File: config.mk
export PLATFORM = sky130hd
export DESIGN_NAME = pixel_row_packer
export DESIGN_NICKNAME = d
export VERILOG_FILES = /design/src/rtl/pixel_row_packer.sv
export SDC_FILE = /design/constraint.sdc
export NUM_CORES = 1
export LEC_CHECK = 0
export ABC_AREA = 1
export BUFFER_PORTS_ARGS = -buffer_cell sky130_fd_sc_hd__buf_2
export CAP_MARGIN = 40
export CORE_MARGIN = 8
export CORE_UTILIZATION = 39
export DETAILED_ROUTE_END_ITERATION = 16
export PLACE_DENSITY = 0.64
export SYNTH_ARGS = -nofsm -noshare
export SYNTH_HDL_FRONTEND = slang
export SYNTH_SLANG_ARGS = --single-unit
File: constraint.sdc
create_clock -name Clock -period 1.4 [get_ports Clock]
set_input_delay 0.07 -clock Clock [delete_from_list [all_inputs] [get_ports Clock]]
set_output_delay 0.07 -clock Clock [all_outputs]
set_load 0.01 [all_outputs]
File: src/rtl/pixel_row_packer.sv
// Serial-to-parallel pixel packer: gathers NrOfBits binarised pixels into one row word
// and issues a single-cycle row-register write per row across a frame of NrOfRows rows.
// Optional per-row ones counter (RowOnes) is enabled by defining PACK_POPCOUNT_EN.
module pixel_row_packer #(
  parameter int NrOfBits = 28,
  parameter int NrOfRows = 28,
  parameter int AddrBits = 5,
  parameter int PopBits  = 5
) (
  input  logic                Clock,
  input  logic                Reset,
  input  logic                Tick,
  input  logic                FrameStart,
  input  logic                PixValid,
  input  logic                PixData,
  output logic                PixReady,
  output logic [NrOfBits-1:0] RegD,
  output logic [AddrBits-1:0] RegAddr,
  output logic                RegWe,
  output logic                FrameDone
`ifdef PACK_POPCOUNT_EN
  ,
  output logic [PopBits-1:0]  RowOnes
`endif
);

  localparam int CntW = (NrOfBits > 1) ? $clog2(NrOfBits) : 1;

  typedef enum logic [1:0] {
    IDLE   = 2'd0,
    FILL   = 2'd1,
    COMMIT = 2'd2,
    DONE   = 2'd3
  } state_t;

  state_t              state;
  state_t              state_nxt;
  logic [CntW-1:0]     bit_cnt;
  logic [NrOfBits-1:0] shreg;
  logic                accept;
  logic                last_pix;
  logic                last_row;

  assign last_pix = (bit_cnt == CntW'(NrOfBits - 1));
  assign last_row = (RegAddr == AddrBits'(NrOfRows - 1));
  assign RegD     = shreg;

  // Next-state and state-decoded outputs; FrameStart overrides every other transition.
  always_comb begin
    state_nxt = state;
    PixReady  = 1'b0;
    RegWe     = 1'b0;
    FrameDone = 1'b0;
    accept    = 1'b0;
    case (state)
      IDLE: ;
      FILL: begin
        PixReady = ~FrameStart;
        accept   = PixValid & ~FrameStart & Tick;
        if (accept && last_pix) state_nxt = COMMIT;
      end
      COMMIT: begin
        RegWe = 1'b1;
        if (Tick) state_nxt = last_row ? DONE : FILL;
      end
      DONE: FrameDone = 1'b1;
      default: state_nxt = IDLE;
    endcase
    if (Tick && FrameStart) state_nxt = FILL;
  end

  always_ff @(posedge Clock or posedge Reset) begin
    if (Reset) begin
      state <= IDLE;
    end else if (Tick) begin
      state <= state_nxt;
    end
  end

  // Row datapath: shift register, bit counter and row address advance only on Tick.
  always_ff @(posedge Clock or posedge Reset) begin
    if (Reset) begin
      shreg   <= '0;
      bit_cnt <= '0;
      RegAddr <= '0;
    end else if (Tick) begin
      if (FrameStart) begin
        shreg   <= '0;
        bit_cnt <= '0;
        RegAddr <= '0;
      end else begin
        if (accept) begin
          shreg <= (shreg << 1) | NrOfBits'(PixData);
          if (!last_pix) bit_cnt <= bit_cnt + CntW'(1);
        end
        if (state == COMMIT && !last_row) begin
          RegAddr <= RegAddr + AddrBits'(1);
          bit_cnt <= '0;
        end
      end
    end
  end

`ifdef PACK_POPCOUNT_EN
  // Ones counter follows the bit counter's clear points so it matches RegD during COMMIT.
  always_ff @(posedge Clock or posedge Reset) begin
    if (Reset) begin
      RowOnes <= '0;
    end else if (Tick) begin
      if (FrameStart) begin
        RowOnes <= '0;
      end else if (state == COMMIT && !last_row) begin
        RowOnes <= '0;
      end else if (accept) begin
        RowOnes <= RowOnes + PopBits'(PixData);
      end
    end
  end
`else
  localparam int unused_pop_bits = PopBits;
`endif

endmodule

# After elaboration in Yosys (flattened, before gate mapping)
# Cells that the tools add are included.
[op_classes] add_sub_neg=2 n_eq_ne=7 muxes=16 n_bitwise=4 n_reduce_logical=12
[op_table] operator="$mux W28" count=2
[op_table] operator="$mux W5" count=6
[op_table] operator="$or A28 B1 Y28" count=1
[op_table] operator="$add A5 B1 Y5 const B" count=2
[op_table] operator="$eq A5 B5 Y1 const B" count=2
[op_table] operator="$mux W2" count=3
[op_table] operator="$reduce_and A3 Y1" count=2
[op_table] operator="$reduce_bool A3 Y1" count=2
[op_table] operator="$eq A2 B2 Y1 const B" count=2
[op_table] operator="$mux W1" count=4
[op_table] operator="$pmux W2 S2" count=1
[op_table] operator="$reduce_and A2 Y1" count=2
[op_table] operator="$reduce_bool A2 Y1" count=2
[op_table] operator="$logic_and A1 B1 Y1" count=3
[op_table] operator="$ne A3 B2 Y1 const B" count=1
[op_table] operator="$ne A3 B3 Y1 const B" count=1
[op_table] operator="$and A1 B1 Y1" count=2
[op_table] operator="$eq A2 B1 Y1 const B" count=1
[op_table] operator="$logic_not A1 Y1" count=1
[op_table] operator="$not A1 Y1" count=1
[totals] regBits=40 input_bits=6 wordCells=45

# Depth between registers and ports, before layout
# Gate-level depths: netlist of run 1.
[depth] word_depth=7 depth_mapped=9 ltp_nobuf=9

# Worst setup path before layout of run 1
# OpenSTA, ideal clock, no wires.
[synth_path] kind="register to register" from="register RegAddr[0]" to="register RegAddr[1]" t_arrival_ps=1249 path_slack_ps=34 stages_incl_launch_ff=9 period_less_slack_ps=1366 path_cell_list="dfrtp_1 ha_1 nand2_1 inv_1 nand3_1 nand2_2 buf_6 nand2_1 o21ai_2"
[synth_between] elab_chain_len=5 elab_cells_between_ends=8 cone_classes="1 x add/sub; 1 x eq/ne; 2 x mux; 4 x reduce/logical"
[synth_lines] item="from (decl)" line_no="18" source="output logic [AddrBits-1:0] RegAddr,"
[synth_lines] item="from (signal assigned)" line_no="97" source="RegAddr <= RegAddr + AddrBits'(1);"
[synth_lines] item="branches (longest 5 deep; another with $add A5 B1 Y5)"
# Several ways; the timed one is not identified. The select of a mux whose other input is x is not followed.
# A chain may end at the register's enable or synchronous reset.

# Worst setup path after layout of run 1
[layout_path] from="register RegAddr[0]" to="register RegAddr[3]"
# Same word-level chain as after synthesis.

==> flow_summary.yaml, run 1 <==
run_status:
  outcome: "finished clean"
sta:
  fin_ws_ns: 0.0969
  clock.fmax_mhz: 767
  skew_ns: 0.00458
  rsz0062_at_grt: "no"
  tightest_slew_ns: 0.504
  setup_violations: 0
  drv_slew: 0
  hold_viol_final: 0
  fin_crit_ns: 1.30
  final.period_utilization: 0.931
  tns_ns: 0
  relSlewSlack: 0.664
drt:
  wl_per_cell_um: 12.9
  vias: 1455
  viasPerCell: 4.88
  drt-pass1-iter-count: 4
  drtIter0Drc: 54
  ant_nets: 0
  route.met3.wl_um: 169
  m1WireLength_um: 1690
  wl_um: 3860
  drc: 0
  wl_met2_um: 1920
  highest_layer: "met4"
placed_design:
  gp_congestion: 0.780
  hpwl_um: 2740
  place_area_um2: 2080
  io_buffers: 41
  dp_slack_ns: 0.0271
cells_and_area:
  nets: 254
  fillers: 436
  area_delta_synth_final_pct: 22.0
  final_cell_mix: "41 x buf_2, 40 x dfrtp_1, 39 x inv_1, 34 x nand2_1, 26 x o22ai_1"
  final_cell_area_um2: 2190
  num_antenna_cells: 0
  layout_commonest_cell: "buf_2"
  layout-drive-gt1-share: 0.268
global_routing:
  first_global_vias: 1422
  grt_max_degree: 41
  track_usage: 0.113
  overflow: 0
  antenna_found_initial: 0
  grt_pass1_wl_um: 6670
critical_path:
  crit_top_cell: "nand2_1"
  crit_buf_inv: 1
  critPathTopFamily: "simple AND/OR/NAND/NOR gates"
  crit_path_max_incr_delay_ns: 0.38
  rr_worst_depth: 7
  cpMaxStageDelayCell: "dfrtp_1"
  required_ns: 1.57
  critPathMaxFanout: 7
  end_kind: "register"
  rr_endpoint: "RegAddr[3]$_DFFE_PP0P_"
  crit_chain: "ha_1, nand2_1, inv_1, nand3_2, nand2_2, nand2_1, o21ai_0"
  path_class: "reg2reg"
  rrSetupSlack_ns: 0.1
  arrival_ns: 1.47
  start_kind: "register"
  r2r-start: "RegAddr[0]$_DFFE_PP0P_"
worst_hold_path:
  hold_depth: 3
  min_from: "PixData"
  hold_path_class: "in2reg"
  whs_endpoint: "RegD[0]$_DFFE_PP0P_"
floorplanning:
  core_area_um2: 4380
  ios: 42
  die_x_um: 83.8
  dieArea_um2: 7020
  start_util: 0.409
  rows: 24
  die_h_um: 83.8
synth:
  synthDistinctLibCells: 22
  synth_area_um2: 1790
  ys_ff_latch: 40
  ys_warn_count: 0
  synthCells: 195
  synth_nets: 203
  synth_area_per_cell_um2: 9.19
  ys_seq_area_frac: 0.558
cts:
  cts_tree: "done"
  numCtsBuffers: 5
  htree_levels: 2
  clk_latency_ns: 0.29
  clk_pin_slew_worst_paths_ns: 0.08
  clk_path_buf_depth: 2
  cts_num_sinks: 40
  cts_root_buffer: "clkbuf_8"
power_and_ir_drop:
  worst_ir_drop_vdd_mv: 0.410
  power_density_nw_per_um2: 1060
  leakagePower_nw: 1.14
job:
  max_cap_violations: 0
==> cell families (layout without fill, tap and decap cells) <==
group / Yosys count / count (layout) / share of synthesized area
buffers and inverters: 46 / 96 / 0.112
adders and majority gates: 2 / 2 / 0.0140
DFF: 40 / 40 / 0.558
and+or+nand+nor: 64 / 65 / 0.154
AOI/OAI and AO/OA: 39 / 39 / 0.142
xor gates and xnor gates: 4 / 4 / 0.0195
==> metrics by stage <==
step           instances  hold WS (ns)  utilization  power (mW)
4_1_cts              297        0.0165        0.495        2.35
5_1_grt              298        0.0224        0.499        2.47
6_report             298        0.0139        0.499        2.33
3_3_place_gp         289         0.220        0.474        1.62
3_5_place_dp         289         0.225        0.474        1.62
2_1_floorplan        195         0.188            -        1.49
==> state kept, by name, summed over array words and instances, names as in the netlist <==
signal	cells
bit_cnt	5
RegAddr	5
state	2
RegD	28
==> area by class of cell <==
class | instances | area (um2) | area share
inverters | 40 | 150 | 0.0686
flip-flops and latches | 40 | 1000 | 0.458
repair buffers | 49 | 280 | 0.128
clock inverters | 2 | 12.5 | 0.00572
multi-input cells | 110 | 609 | 0.279
well taps | 52 | 65.1 | 0.0297
clock buffers | 5 | 68.8 | 0.0315
==> what timing repair did <==
| item | in CTS | in global routing |
|---|---|---|
| endpoints found under the setup margin | 0 | 10 |
| endpoints found under the hold margin | 40 | 0 |
| resized for setup | 0 | 3 |
| hold buffers | 1 | 0 |
| buffers inserted | 0 | 0 |
==> synthesized netlist by cell type, drive strengths merged <==
master / n / area, um2
o21ai: 10 / 61.3
buf: 6 / 51.3
nor2: 10 / 37.5
inv: 40 / 150
a21boi: 1 / 7.51
a21oi: 1 / 16.3
nand3: 16 / 85.1
ha: 2 / 25.0
dfrtp: 40 / 1000
nand4: 2 / 12.5
o22ai: 26 / 163
xor2: 3 / 26.3
nand2: 36 / 140
xnor2: 1 / 8.76
o21bai: 1 / 7.51
==> worst reg2reg max path, stage by stage, from the launching register on <==
cell and delay [ns]:
dfrtp_1 0.38, ha_1 0.22, nand2_1 0.09, inv_1 0.07, nand3_2 0.13, nand2_2 0.14
nand2_1 0.08, o21ai_0 0.07
==> power breakdown <==
group          switching [mW]  leakage, nW  internal (mW)
sequential             0.0347        0.552           1.20
combinational           0.228        0.551          0.142
clock                   0.388       0.0400          0.337
==> worst max path at each step <==
stage / from / endpoint / slack (ns) / cells after the start
after global routing: bit_cnt[0]$_DFFE_PP0P_ / bit_cnt[3]$_DFFE_PP0P_ / 0.01 / 6
after global placement: RegAddr[0]$_DFFE_PP0P_ / RegAddr[3]$_DFFE_PP0P_ / 0.05 / 7
after detailed placement: RegAddr[0]$_DFFE_PP0P_ / RegAddr[1]$_DFFE_PP0P_ / 0.03 / 7
after floorplan: RegAddr[0]$_DFFE_PP0P_ / RegAddr[1]$_DFFE_PP0P_ / 0.03 / 8
final: RegAddr[0]$_DFFE_PP0P_ / RegAddr[3]$_DFFE_PP0P_ / 0.1 / 7
after CTS: RegAddr[0]$_DFFE_PP0P_ / bit_cnt[2]$_DFFE_PP0P_ / 0.01 / 8
==> routing by layer <==
metal | vias to the layer above | GRT usage
li1 | 736 | -
met1 | 688 | 0.125
met2 | 25 | 0.194
met3 | 6 | 0.0342
met4 | 0 | 0.0518
met5 | - | 0
(Power assumes the default switching activity.)
==> inputs of run 2 (changes only) <==
--- a/constraint.sdc
+++ b/constraint.sdc
@@ -3,2 +3,2 @@
 set_output_delay 0.07 -clock Clock [all_outputs]
-set_load 0.01 [all_outputs]
+set_load 0.1 [all_outputs]
==> flow_summary.yaml, run 2 (synthesis gave the netlist of run 1 again) <==
floorplanning:
  dieArea_um2: 7020
  start_util: 0.409
  die_x_um: 83.8
  rows: 24
  die_h_um: 83.8
  ios: 42
  core_area_um2: 4380
sta:
  hold_viol_final: 0
  tightest_slew_ns: 0.492
  fin_crit_ns: 1.34
  final.period_utilization: 0.957
  drv_slew: 0
  skew_ns: 0.00571
  whs_ns: 0.0792
  clock.fmax_mhz: 746
  setup_violations: 0
  relSlewSlack: 0.674
  tns_ns: 0
critical_path:
  crit_buf_inv: 2
  rr_endpoint: "RegAddr[3]$_DFFE_PP0P_"
  cpMaxStageDelayCell: "dfrtp_4"
  rr_worst_depth: 7
  crit_chain: "buf_4, buf_2"
  start_kind: "register"
  critPathTopFamily: "buffers and inverters"
  arrival_ns: 1.27
  end_kind: "output port"
  rrSetupSlack_ns: 0.12
  r2r-start: "RegAddr[1]$_DFFE_PP0P_"
  critPathMaxFanout: 4
  path_class: "reg2out"
  crit_path_max_incr_delay_ns: 0.43
  required_ns: 1.33
global_routing:
  first_global_vias: 1503
  overflow: 0
  track_usage: 0.117
  grt_max_degree: 41
  antenna_found_initial: 0
  grt_pass1_wl_um: 6840
drt:
  ant_nets: 0
  drc: 0
  vias: 1468
  wl_um: 3990
  wl_per_cell_um: 13.2
  drtIter0Drc: 93
  viasPerCell: 4.84
  drt-pass1-iter-count: 4
cells_and_area:
  area_delta_synth_final_pct: 33.1
  final_cell_mix: "38 x buf_2, 36 x inv_1, 35 x dfrtp_1, 30 x nand2_1, 26 x o22ai_1"
  num_antenna_cells: 0
  layout-drive-gt1-share: 0.351
  layout_commonest_cell: "buf_2"
  nets: 258
  fin_cells: 303
  largest_reg_flops: 28
cts:
  clk_path_buf_depth: 2
  clk_latency_ns: 0.29
  htree_levels: 2
  numCtsBuffers: 5
  clk_pin_slew_worst_paths_ns: 0.08
  cts_root_buffer: "clkbuf_8"
  cts_num_sinks: 40
  cts_tree: "done"
power_and_ir_drop:
  total_power_mw: 3.05
  worst_ir_drop_vdd_mv: 0.833
  power_density_nw_per_um2: 1280
  leakagePower_nw: 1.19
placed_design:
  io_buffers: 41
  hpwl_um: 2900
  placed_cells: 292
  gp_congestion: 0.823
worst_hold_path:
  hold_path_class: "in2reg"
  whs_endpoint: "state[0]$_DFFE_PP0P_"
  hold_depth: 3
  min_from: "Tick"
job:
  max_cap_violations: 0
run_status:
  outcome: "finished clean"
-- run 2: changes by cell type in the layout (fill, tap and decap cells not counted), moves of 3 or more --
| cell | previous run | this run |
|---|---|---|
| buf_12 | 1 | 5 |
| buf_2 | 41 | 38 |
| dfrtp_1 | 40 | 35 |
| dfrtp_2 | 0 | 3 |
| inv_1 | 39 | 36 |
| nand2_1 | 34 | 30 |
| nand3_1 | 14 | 10 |
| nand3_2 | 2 | 6 |
-- run 2: report_power, final --
part | internal (mW) | switching [mW] | total, mW | leakage, nW
Clock | 0.583 | 0.417 | 1.00 | 0.0614
Combinational | 0.243 | 0.558 | 0.801 | 0.586
Sequential | 1.21 | 0.0426 | 1.25 | 0.543
Total | 2.03 | 1.02 | 3.05 | 1.19
-- run 2: cell type report --
type	count	area [um2]
timing repair buffer	54	382
fill	405	2000
clock inverter	2	38.8
tap	52	65.1
inverter	40	154
multi-input combinational	109	653
sequential	40	1010
clock buffer	6	82.6
-- run 2: worst max-delay path by stage --
stage | startpoint | end | slack [ns] | depth (start not counted)
2_1_floorplan | state[1]$_DFFE_PP0P_ | state[1]$_DFFE_PP0P_ | -0.17 | 6
3_3_place_gp | RegAddr[1]$_DFFE_PP0P_ | RegAddr[2]$_DFFE_PP0P_ | 0.07 | 7
3_5_place_dp | RegAddr[1]$_DFFE_PP0P_ | RegAddr[3]$_DFFE_PP0P_ | 0.04 | 7
4_1_cts | state[1]$_DFFE_PP0P_ | RegWe | 0.03 | 4
5_1_grt | state[1]$_DFFE_PP0P_ | RegWe | -0.003 | 4
6_report | RegAddr[1]$_DFFE_PP0P_ | RegAddr[1] | 0.06 | 2
-- run 2: routing by layer --
layer,vias up,track usage,wire length [um]
li1,743,-,-
met1,700,0.130,1810
met2,23,0.198,1980
met3,2,0.0381,160
met4,0,0.0487,40
met5,-,0,0
-- run 2: timing repair --
action	CTS	global route
resized for setup	0	4
hold buffers	2	0
endpoints found under the setup margin	0	11
endpoints found under the hold margin	41	0
setup buffers	0	1
-- run 2: per-stage QoR --
step | utilization | instance area [um2] | worst slack, ns
2_1_floorplan | - | 1860 | -0.166
3_3_place_gp | 0.507 | 2220 | 0.0709
3_5_place_dp | 0.507 | 2220 | 0.0411
4_1_cts | 0.540 | 2370 | 0.0286
5_1_grt | 0.545 | 2390 | -0.00324
6_report | 0.545 | 2390 | 0.0604
-- run 2: worst reg2reg max path: cells and delay by family, from the launching register on --
kind / cells / cell delay (ns)
flip-flops: 1 / 0.49
AND/OR/NAND/NOR: 4 / 0.37
AO/OA/AOI/OAI: 1 / 0.07
buffers and inverters: 1 / 0.05
adder cells (fa/ha/maj): 1 / 0.17
